File: src/rtl/resp_misr.sv
// -----------------------------------------------------------------------------
// resp_misr
//
// Response compactor built on a multiple-input signature register (MISR).
// A run is started with a pattern count, a seed and a golden signature. The
// block then folds that many 2-bit circuit responses into the signature and
// finally compares the result against the golden value.
//
// Ports
//   clk         sole clock, rising-edge active
//   rst_n       asynchronous active-low reset
//   start       begin a run (only honoured in IDLE or DONE)
//   pat_cnt     number of responses to compact, captured with start
//   seed        initial signature, captured with start
//   golden      expected final signature, captured with start
//   resp_valid  resp carries a valid response
//   resp        2-bit response {N16, N12}
//   resp_ready  block accepts resp this cycle (RUN only)
//   busy        high in LOAD, RUN and CHECK
//   done        run complete, held high in DONE
//   pass        final signature matched golden (valid while done=1)
//   signature   current MISR contents
// -----------------------------------------------------------------------------
module resp_misr #(
    parameter int unsigned      SIG_W = 16,
    parameter logic [SIG_W-1:0] POLY  = 16'h1021
) (
    input  logic             clk,
    input  logic             rst_n,
    input  logic             start,
    input  logic [7:0]       pat_cnt,
    input  logic [SIG_W-1:0] seed,
    input  logic [SIG_W-1:0] golden,
    input  logic             resp_valid,
    input  logic [1:0]       resp,
    output logic             resp_ready,
    output logic             busy,
    output logic             done,
    output logic             pass,
    output logic [SIG_W-1:0] signature
);

    typedef enum logic [2:0] {
        ST_IDLE  = 3'd0,
        ST_LOAD  = 3'd1,
        ST_RUN   = 3'd2,
        ST_CHECK = 3'd3,
        ST_DONE  = 3'd4
    } state_e;

    // One MISR step: shift left, fold in the polynomial when the bit shifted
    // out was set, then XOR the zero-extended response into the low bits.
    function automatic logic [SIG_W-1:0] misr_step(
        input logic [SIG_W-1:0] sig,
        input logic [1:0]       r
    );
        logic [SIG_W-1:0] fb;
        logic [SIG_W-1:0] shifted;
        logic [SIG_W-1:0] resp_ext;
        if (sig[SIG_W-1]) begin
            fb = POLY;
        end else begin
            fb = {SIG_W{1'b0}};
        end
        shifted  = {sig[SIG_W-2:0], 1'b0};
        resp_ext = {{(SIG_W-2){1'b0}}, r};
        return shifted ^ fb ^ resp_ext;
    endfunction

    state_e           state_q,      state_d;
    logic [7:0]       count_q,      count_d;
    logic [7:0]       cap_cnt_q,    cap_cnt_d;
    logic [SIG_W-1:0] cap_seed_q,   cap_seed_d;
    logic [SIG_W-1:0] cap_golden_q, cap_golden_d;
    logic [SIG_W-1:0] signature_q,  signature_d;
    logic             busy_q,       busy_d;
    logic             resp_ready_q, resp_ready_d;
    logic             done_q,       done_d;
    logic             pass_q,       pass_d;
    logic             accept_s;

    // A response is taken only when the advertised ready and valid coincide;
    // valid seen while not ready is simply dropped.
    assign accept_s = resp_valid & resp_ready_q;

    // Next-state, datapath and output-flag computation.
    always_comb begin
        state_d      = state_q;
        count_d      = count_q;
        cap_cnt_d    = cap_cnt_q;
        cap_seed_d   = cap_seed_q;
        cap_golden_d = cap_golden_q;
        signature_d  = signature_q;
        done_d       = done_q;
        pass_d       = pass_q;

        case (state_q)
            ST_IDLE, ST_DONE: begin
                if (start) begin
                    cap_cnt_d    = pat_cnt;
                    cap_seed_d   = seed;
                    cap_golden_d = golden;
                    done_d       = 1'b0;
                    pass_d       = 1'b0;
                    state_d      = ST_LOAD;
                end else begin
                    state_d = state_q;
                end
            end
            ST_LOAD: begin
                signature_d = cap_seed_q;
                count_d     = cap_cnt_q;
                // A zero-length run compares the seed directly.
                if (cap_cnt_q == 8'd0) begin
                    state_d = ST_CHECK;
                end else begin
                    state_d = ST_RUN;
                end
            end
            ST_RUN: begin
                if (accept_s) begin
                    signature_d = misr_step(signature_q, resp);
                    count_d     = count_q - 8'd1;
                    // Last response: leave RUN before count can wrap.
                    if (count_q == 8'd1) begin
                        state_d = ST_CHECK;
                    end else begin
                        state_d = ST_RUN;
                    end
                end else begin
                    state_d = ST_RUN;
                end
            end
            ST_CHECK: begin
                pass_d  = (signature_q == cap_golden_q);
                done_d  = 1'b1;
                state_d = ST_DONE;
            end
            default: begin
                state_d = ST_IDLE;
            end
        endcase

        // Status flags are decoded from the next state so they can be
        // registered and still line up with the state they describe.
        case (state_d)
            ST_LOAD, ST_RUN, ST_CHECK: busy_d = 1'b1;
            default:                   busy_d = 1'b0;
        endcase

        if (state_d == ST_RUN) begin
            resp_ready_d = 1'b1;
        end else begin
            resp_ready_d = 1'b0;
        end
    end

    // State, datapath and registered outputs; reset clears everything at once.
    always_ff @(posedge clk or negedge rst_n) begin
        if (!rst_n) begin
            state_q      <= ST_IDLE;
            count_q      <= 8'd0;
            cap_cnt_q    <= 8'd0;
            cap_seed_q   <= {SIG_W{1'b0}};
            cap_golden_q <= {SIG_W{1'b0}};
            signature_q  <= {SIG_W{1'b0}};
            busy_q       <= 1'b0;
            resp_ready_q <= 1'b0;
            done_q       <= 1'b0;
            pass_q       <= 1'b0;
        end else begin
            state_q      <= state_d;
            count_q      <= count_d;
            cap_cnt_q    <= cap_cnt_d;
            cap_seed_q   <= cap_seed_d;
            cap_golden_q <= cap_golden_d;
            signature_q  <= signature_d;
            busy_q       <= busy_d;
            resp_ready_q <= resp_ready_d;
            done_q       <= done_d;
            pass_q       <= pass_d;
        end
    end

    assign resp_ready = resp_ready_q;
    assign busy       = busy_q;
    assign done       = done_q;
    assign pass       = pass_q;
    assign signature  = signature_q;

endmodule

File: config.mk
export PLATFORM = sky130hd
export DESIGN_NAME = resp_misr
export DESIGN_NICKNAME = d
export VERILOG_FILES = /design/src/rtl/resp_misr.sv
export SDC_FILE = /design/constraint.sdc
export NUM_CORES = 1
export LEC_CHECK = 0
export BUFFER_PORTS_ARGS = -buffer_cell sky130_fd_sc_hd__buf_2
export CORE_MARGIN = 1
export CORE_UTILIZATION = 23
export CTS_CLUSTER_DIAMETER = 120
export DETAILED_ROUTE_END_ITERATION = 10
export HOLD_SLACK_MARGIN = 0.12
export PLACE_DENSITY = 0.37
export RECOVER_POWER = 25
export SKIP_CTS_REPAIR_TIMING = 1
export SYNTH_ARGS = -nofsm -noshare
export SYNTH_HDL_FRONTEND = slang
export SYNTH_SLANG_ARGS = --single-unit
export TNS_END_PERCENT = 30
File: constraint.sdc
create_clock -name clk -period 3.1 [get_ports clk]
set_input_delay 0.155 -clock clk [delete_from_list [all_inputs] [get_ports clk]]
set_output_delay 0.155 -clock clk [all_outputs]
set_load 0.05 [all_outputs]
==> summary.txt, run 1 <==
Detailed routing
  • DRC violations left: 0
  • Vias post-DR: 2543
  • Drt initial violations: 177
  • Via density: 4.354
  • Final wirelength: 8421 microns
  • Antenna Nets Post-Route: 0
  • WL/cell: 14.42 microns
  • First drt pass iteration count: 5

Clock tree
  • Clock Path Buffers: 2
  • Worst-path clk slew: 0.05 ns
  • Worst-Skew Late Latency: 0.34 ns
  • Clock root cell: clkbuf_16
  • TritonCTS clock tree: yes
  • # H-tree levels: 3
  • Sinks on Clock Net: 71
  • Total CTS buffers: 9

Setup path
  • Largest stage delay, worst path: 1.27 ns
  • Crit. End Element: async pin
  • Crit path launch type: primary input
  • RR Startpoint: state_q[1]
  • FF-to-FF path depth: 4
  • CP Class: primary input to async pin
  • Reg2reg end: count_q[5]
  • Worst path cell trace: dlygate4sd3_1, clkbuf_1, buf_4
  • R2R setup slack: 1.12 ns
  • Worst-path maximum fanout: 31
  • Crit path arrival time: 2.47 ns
  • Crit path max-delay cell type: clkbuf_1
  • Critical path endpoint: cap_seed_q[0]
  • Required time of the critical path: 3.60 ns
  • Critical path launch point: rst_n

Floorplanning
  • Die height: 121.1 microns
  • IO Count: 66
  • CORE AREA: 13880 sq um
  • Die Span X: 121.1 microns
  • Initial Util: 0.2351
  • DIE AREA: 14670 sq um
  • Site Rows: 43

Timing
  • RSZ-0062 raised after global routing: no
  • Period utilisation layout: 0.6393
  • Tmin final: 1.982 ns
  • Fmax: 504.6 MHz
  • Slew Limit Fails: 32
  • Max Clock Skew: 0.007419 ns
  • Slew headroom: -0.1805
  • Setup tns final: 0 ns
  • Setup violators final: 0
  • Tightest Pin Transition: 1.771 ns
  • Final hold vios: 0

Power and ir drop
  • Leakage: 1.912 nW
  • Max VDD drop: 0.0002988 V
  • Pwr/cell area: 1125 nW/um^2

Cells and area
  • Ant. Diodes: 0
  • Footprint of the multi-input gates: 1379 sq um
  • Fraction of layout cells with a size suffix above 1: 0.3045
  • Area grow syn2layout: 38.61%
  • Final nets: 447
  • # fillers: 1438
  • Final Non-Filler Cells: 584
  • FF/Latch Area: 1777 sq um

Yosys
  • Sequential area share after synthesis: 0.5445
  • Ys async rst share: 1.000
  • Yosys top cell area share: 0.5445
  • Ys Warns: 0
  • Synth top area cells: dfrtp_1, mux2_2, xnor2_1, nand2_1, nor2_1
  • Most common cell in the synthesized netlist: dfrtp_1
  • Synthesized instance count: 292
  • Post-synth EDFFs: 0
  • Synth top cells by count: dfrtp_1, mux2_2, nand2_1, nor2_1, xnor2_1
  • Synth Area per Inst: 11.18 sq um
  • Post-synth top area cell: dfrtp_1
  • Post-synth top flop: dfrtp_1
  • Yosys reg bits: 71
  • Synth unique cells: 37
  • Syn Nets: 340
  • Synthesized cell area: 3263 sq um

Placed design
  • # port buffers: 65
  • GP Congestion: 0.7184
  • Cell total after placement: 527
  • Detail Placement HPWL: 6172 microns

GRT
  • Vias in the first global route: 2368
  • Initial antenna violation count: 0
  • First-pass GRT wire length: 13460 microns
  • Total gr overflow: 0
  • All-layer global routing usage: 0.1230
  • Largest net degree at the start of global routing: 33

Hold path
  • Hold Crit Class: primary input to flip-flop
  • Hold Startpoint: start

Job
  • Maxcap violations: 1

Run status
  • Outcome: finished, violations left
  • Violated checks: capacitance limit, slew limit
metrics by stage:
stage	utilization	power, mW	hold slack [ns]	instance area [sq um]	worst slack, ns
floorplan	-	3.355	-0.1406	3263	1.480
global placement	0.2727	3.918	0.2628	3785	1.143
detailed placement	0.2727	3.931	0.2629	3785	1.128
CTS	0.2972	5.142	-0.09732	4125	1.083
global route	0.3259	5.458	0.1773	4523	0.7339
finish	0.3259	5.088	0.1532	4523	1.118
final cells by class:
| class | instances | share of cell area |
|---|---|---|
| clock buffers | 13 | 0.05533 |
| inverters | 7 | 0.005809 |
| repair buffers | 113 | 0.1715 |
| clock inverters | 3 | 0.01992 |
| well taps | 180 | 0.04979 |
| multi-input cells | 197 | 0.3048 |
| flip-flops and latches | 71 | 0.3928 |
worst max-delay path, delay by kind of cell:
family	cells	cell delay (ns)
buf+inv	3	2.28
worst min path at each step:
stage                             to  depth (start not counted)  slack (ns)
global route                    done                          4        0.18
detailed placement  cap_golden_q[10]                          1        0.26
CTS                 cap_golden_q[10]                          1        -0.1
finish                          done                          4        0.15
floorplan                       busy                          0       -0.14
global placement    cap_golden_q[10]                          1        0.26
sequential cells by signal, indices dropped and copies added, names as in the netlist:
signal	flops
cap_golden_q	16
cap_seed_q	16
signature	16
cap_cnt_q	8
count_q	8
state_q	3
busy	1
done	1
pass	1
resp_ready	1
power by group:
group	total, mW	switching, mW	internal, mW
clock network	1.19	0.379	0.809
registers	1.85	0.464	1.39
logic	2.05	1.20	0.851
cell usage in the layout (no fill, tap or decap), types with 2 or more instances in the layout:
cell type / instances
buf_2: 55
o211ai_1: 2
o21ai_1: 4
nor3_1: 4
o22ai_1: 2
nand2b_1: 3
mux2_2: 40
dlygate4sd3_1: 41
bufinv_16: 3
nor2b_1: 2
nor4_1: 2
a32o_1: 2
a31oi_1: 12
o21ai_0: 9
nand4_1: 5
dfrtp_1: 71
a21oi_1: 13
xnor2_1: 20
nor2_1: 21
nand3_1: 3
a22oi_1: 2
ha_1: 2
inv_1: 7
clkbuf_1: 13
clkbuf_16: 9
nand2_1: 34
buf_4: 7
per-layer routing:
metal,up-vias,wire length [microns],GRT usage
li1,1247,-,-
met1,1231,4243,0.1794
met3,10,290,0.02444
met4,0,155,0.05787
met5,-,0,0
met2,55,3731,0.1718
kinds of logic after synthesis:
| family | count (synthesis) | synth area share |
|---|---|---|
| AO/OA/AOI/OAI | 53 | 0.1005 |
| XOR/XNOR | 20 | 0.05368 |
| AND/OR/NAND/NOR | 82 | 0.1196 |
| adder cells (fa/ha/maj) | 2 | 0.007667 |
| buffers and inverters | 24 | 0.03605 |
| flip-flops | 71 | 0.5445 |
| multiplexers | 40 | 0.1380 |
(Power assumes the default switching activity.)
==> run 2: changes to the inputs <==
==> constraint.sdc (replaced) <==
create_clock -name clk -period 2.1 [get_ports clk]
set_input_delay 0.105 -clock clk [delete_from_list [all_inputs] [get_ports clk]]
set_output_delay 0.105 -clock clk [all_outputs]
set_load 0.05 [all_outputs]
==> summary.txt, run 2 (synthesized netlist as in run 1, its figures left out) <==
Detailed routing
  • First drt pass iteration count: 4 (-1)
  • Antenna Nets Post-Route: 0 (unchanged)
  • DRC violations left: 0 (unchanged)
  • Via density: 4.284 (-1.6%)
  • Final wirelength: 8511 microns (+1.1%)
  • Drt initial violations: 80 (-55%)
  • Vias post-DR: 2502 (-1.6%)
  • WL/cell: 14.57 microns (+1.1%)

Power and ir drop
  • Sw power: 3.028 mW (+49%)
  • Pwr/cell area: 1633 nW/um^2 (+45%)
  • Net Sw Frac: 0.4095 (+0.008870)
  • Clock power share: 0.209 (-0.024)
  • Logic pwr share: 0.423 (+0.021)
  • Max VDD drop: 0.0003786 V (+27%)
  • Leakage: 1.937 nW (+1.3%)
  • Cell-internal power: 4.366 mW (+43%)
  • Seq pwr share: 0.367 (+0.003)

Timing
  • Tmin final: 1.774 ns
  • RSZ-0062 raised after global routing: no
  • Max Clock Skew: 0.004137 ns (-0.003282 ns)
  • Period utilisation layout: 0.8448
  • Fmax: 563.7 MHz
  • Slew Limit Fails: 0 (-100%)
  • Slew headroom: 0.3243 (+0.5048)
  • Setup violators final: 0 (unchanged)
  • Tightest Pin Transition: 1.014 ns (-0.7573 ns)
  • Setup tns final: 0 ns (unchanged)
  • Final hold slack: 0.1102 ns (-0.04301 ns)
  • Final hold vios: 0 (unchanged)

Clock tree
  • # H-tree levels: 3 (unchanged)
  • Worst-path clk slew: 0.06 ns (about the same)
  • Sinks on Clock Net: 71 (unchanged)
  • TritonCTS clock tree: yes
  • Clock root cell: clkbuf_16
  • Worst-Skew Late Latency: 0.33 ns (about the same)
  • Clock Path Buffers: 2 (unchanged)
  • Total CTS buffers: 9 (unchanged)

Setup path
  • CP Class: flip-flop to flip-flop
  • Crit path launch type: flip-flop
  • Critical path launch point: count_q[0]
  • R2R setup slack: 0.33 ns (-0.79 ns)
  • Reg2reg end: count_q[6]
  • FF-to-FF path depth: 6 (+2)
  • Crit. End Element: flip-flop
  • Crit path arrival time: 1.97 ns (-0.50 ns)
  • RR Startpoint: count_q[0]
  • Worst-path maximum fanout: 5 (-84%)
  • Required time of the critical path: 2.30 ns (-1.30 ns)

Cells and area
  • Fraction of layout cells with a size suffix above 1: 0.3342 (+0.02970)
  • FF/Latch Area: 1777 sq um (unchanged)
  • Area grow syn2layout: 38.73% (about the same)
  • Ant. Diodes: 0 (unchanged)
  • Commonest non-fill, non-tap cell in the layout: dfrtp_1
  • Footprint of the multi-input gates: 1379 sq um (unchanged)
  • Most frequent cells in the layout: dfrtp_1, buf_2, dlygate4sd3_1
  • # fillers: 1452 (+0.97%)
  • Final nets: 448 (+0.22%)

Hold path
  • Hold worst-path end: done
  • Worst Hold Path Cells: 4 (unchanged)
  • Hold Crit Class: primary input to flip-flop
  • Hold Startpoint: start

Placed design
  • # port buffers: 65 (unchanged)
  • GP Congestion: 0.7267 (+1.2%)
  • Detail Placement HPWL: 5815 microns (-5.8%)

GRT
  • Initial antenna violation count: 0 (unchanged)
  • Vias in the first global route: 2397 (+1.2%)
  • Total gr overflow: 0 (unchanged)
  • Largest net degree at the start of global routing: 72 (+120%)
  • First-pass GRT wire length: 13150 microns (-2.3%)
  • All-layer global routing usage: 0.1201 (-0.002889)

Floorplanning
  • DIE AREA: 14670 sq um (unchanged)
  • CORE AREA: 13880 sq um (unchanged)
  • Die Span X: 121.1 microns (unchanged)
  • Die height: 121.1 microns (unchanged)
  • Initial Util: 0.2351 (unchanged)
  • IO Count: 66 (unchanged)
  • Site Rows: 43 (unchanged)

Run status
  • Outcome: complete, no violations

Job
  • Maxcap violations: 0 (-1)
==> run 2: stage by stage <==
stage                     utilization  instances  setup WS (ns)  power (mW)  cell area, sq um
after global routing           0.3261        584         0.1533       7.948              4527
after global placement         0.2759        528         0.3451       5.843              3830
after CTS                      0.2975        543         0.3141       7.462              4129
final                          0.3261        584         0.3260       7.394              4527
after detailed placement       0.2759        528         0.3154       5.889              3830
after floorplan                     -        292         0.4804       4.952              3263
==> run 2: power by group through the flow <==
stage,combinational (mW),sequential (mW),clock (mW)
4_1_cts,3.13,2.75,1.59
2_1_floorplan,1.85,3.11,0
3_5_place_dp,3.12,2.77,0
3_3_place_gp,3.09,2.75,0
5_1_grt,3.46,2.84,1.65
6_report,3.13,2.72,1.55
==> run 2: cell type report <==
class / instances / share of cell area
Inverter: 7 / 0.005804
Tap cell: 180 / 0.04975
Timing Repair Buffer: 114 / 0.1813
Clock inverter: 3 / 0.009397
Clock buffer: 12 / 0.05666
Multi-Input combinational cell: 197 / 0.3046
Sequential cell: 71 / 0.3925
==> run 2: critical path, cell delays in order, from the launching register on <==
cell and delay (ns):
dfrtp_1 0.42, inv_1 0.09, ha_1 0.18, or3b_2 0.49
nor3_1 0.20, o21ai_0 0.10, o2bb2ai_1 0.15
==> run 2: metal layers <==
| layer | global-route usage | up-vias | routed length, microns |
|---|---|---|---|
| li1 | - | 1245 | - |
| met1 | 0.1705 | 1194 | 4274 |
| met2 | 0.1714 | 51 | 3761 |
| met3 | 0.02256 | 12 | 290 |
| met4 | 0.06327 | 0 | 184 |
| met5 | 0 | - | 0 |
==> run 2: worst max-delay path by stage <==
stage / end / slack (ns) / depth (start not counted)
floorplan: count_q[6] / 0.48 / 6
global placement: signature[11] / 0.35 / 5
detailed placement: signature[2] / 0.32 / 5
global route: count_q[6] / 0.15 / 6
finish: count_q[6] / 0.33 / 6
CTS: signature[2] / 0.31 / 5
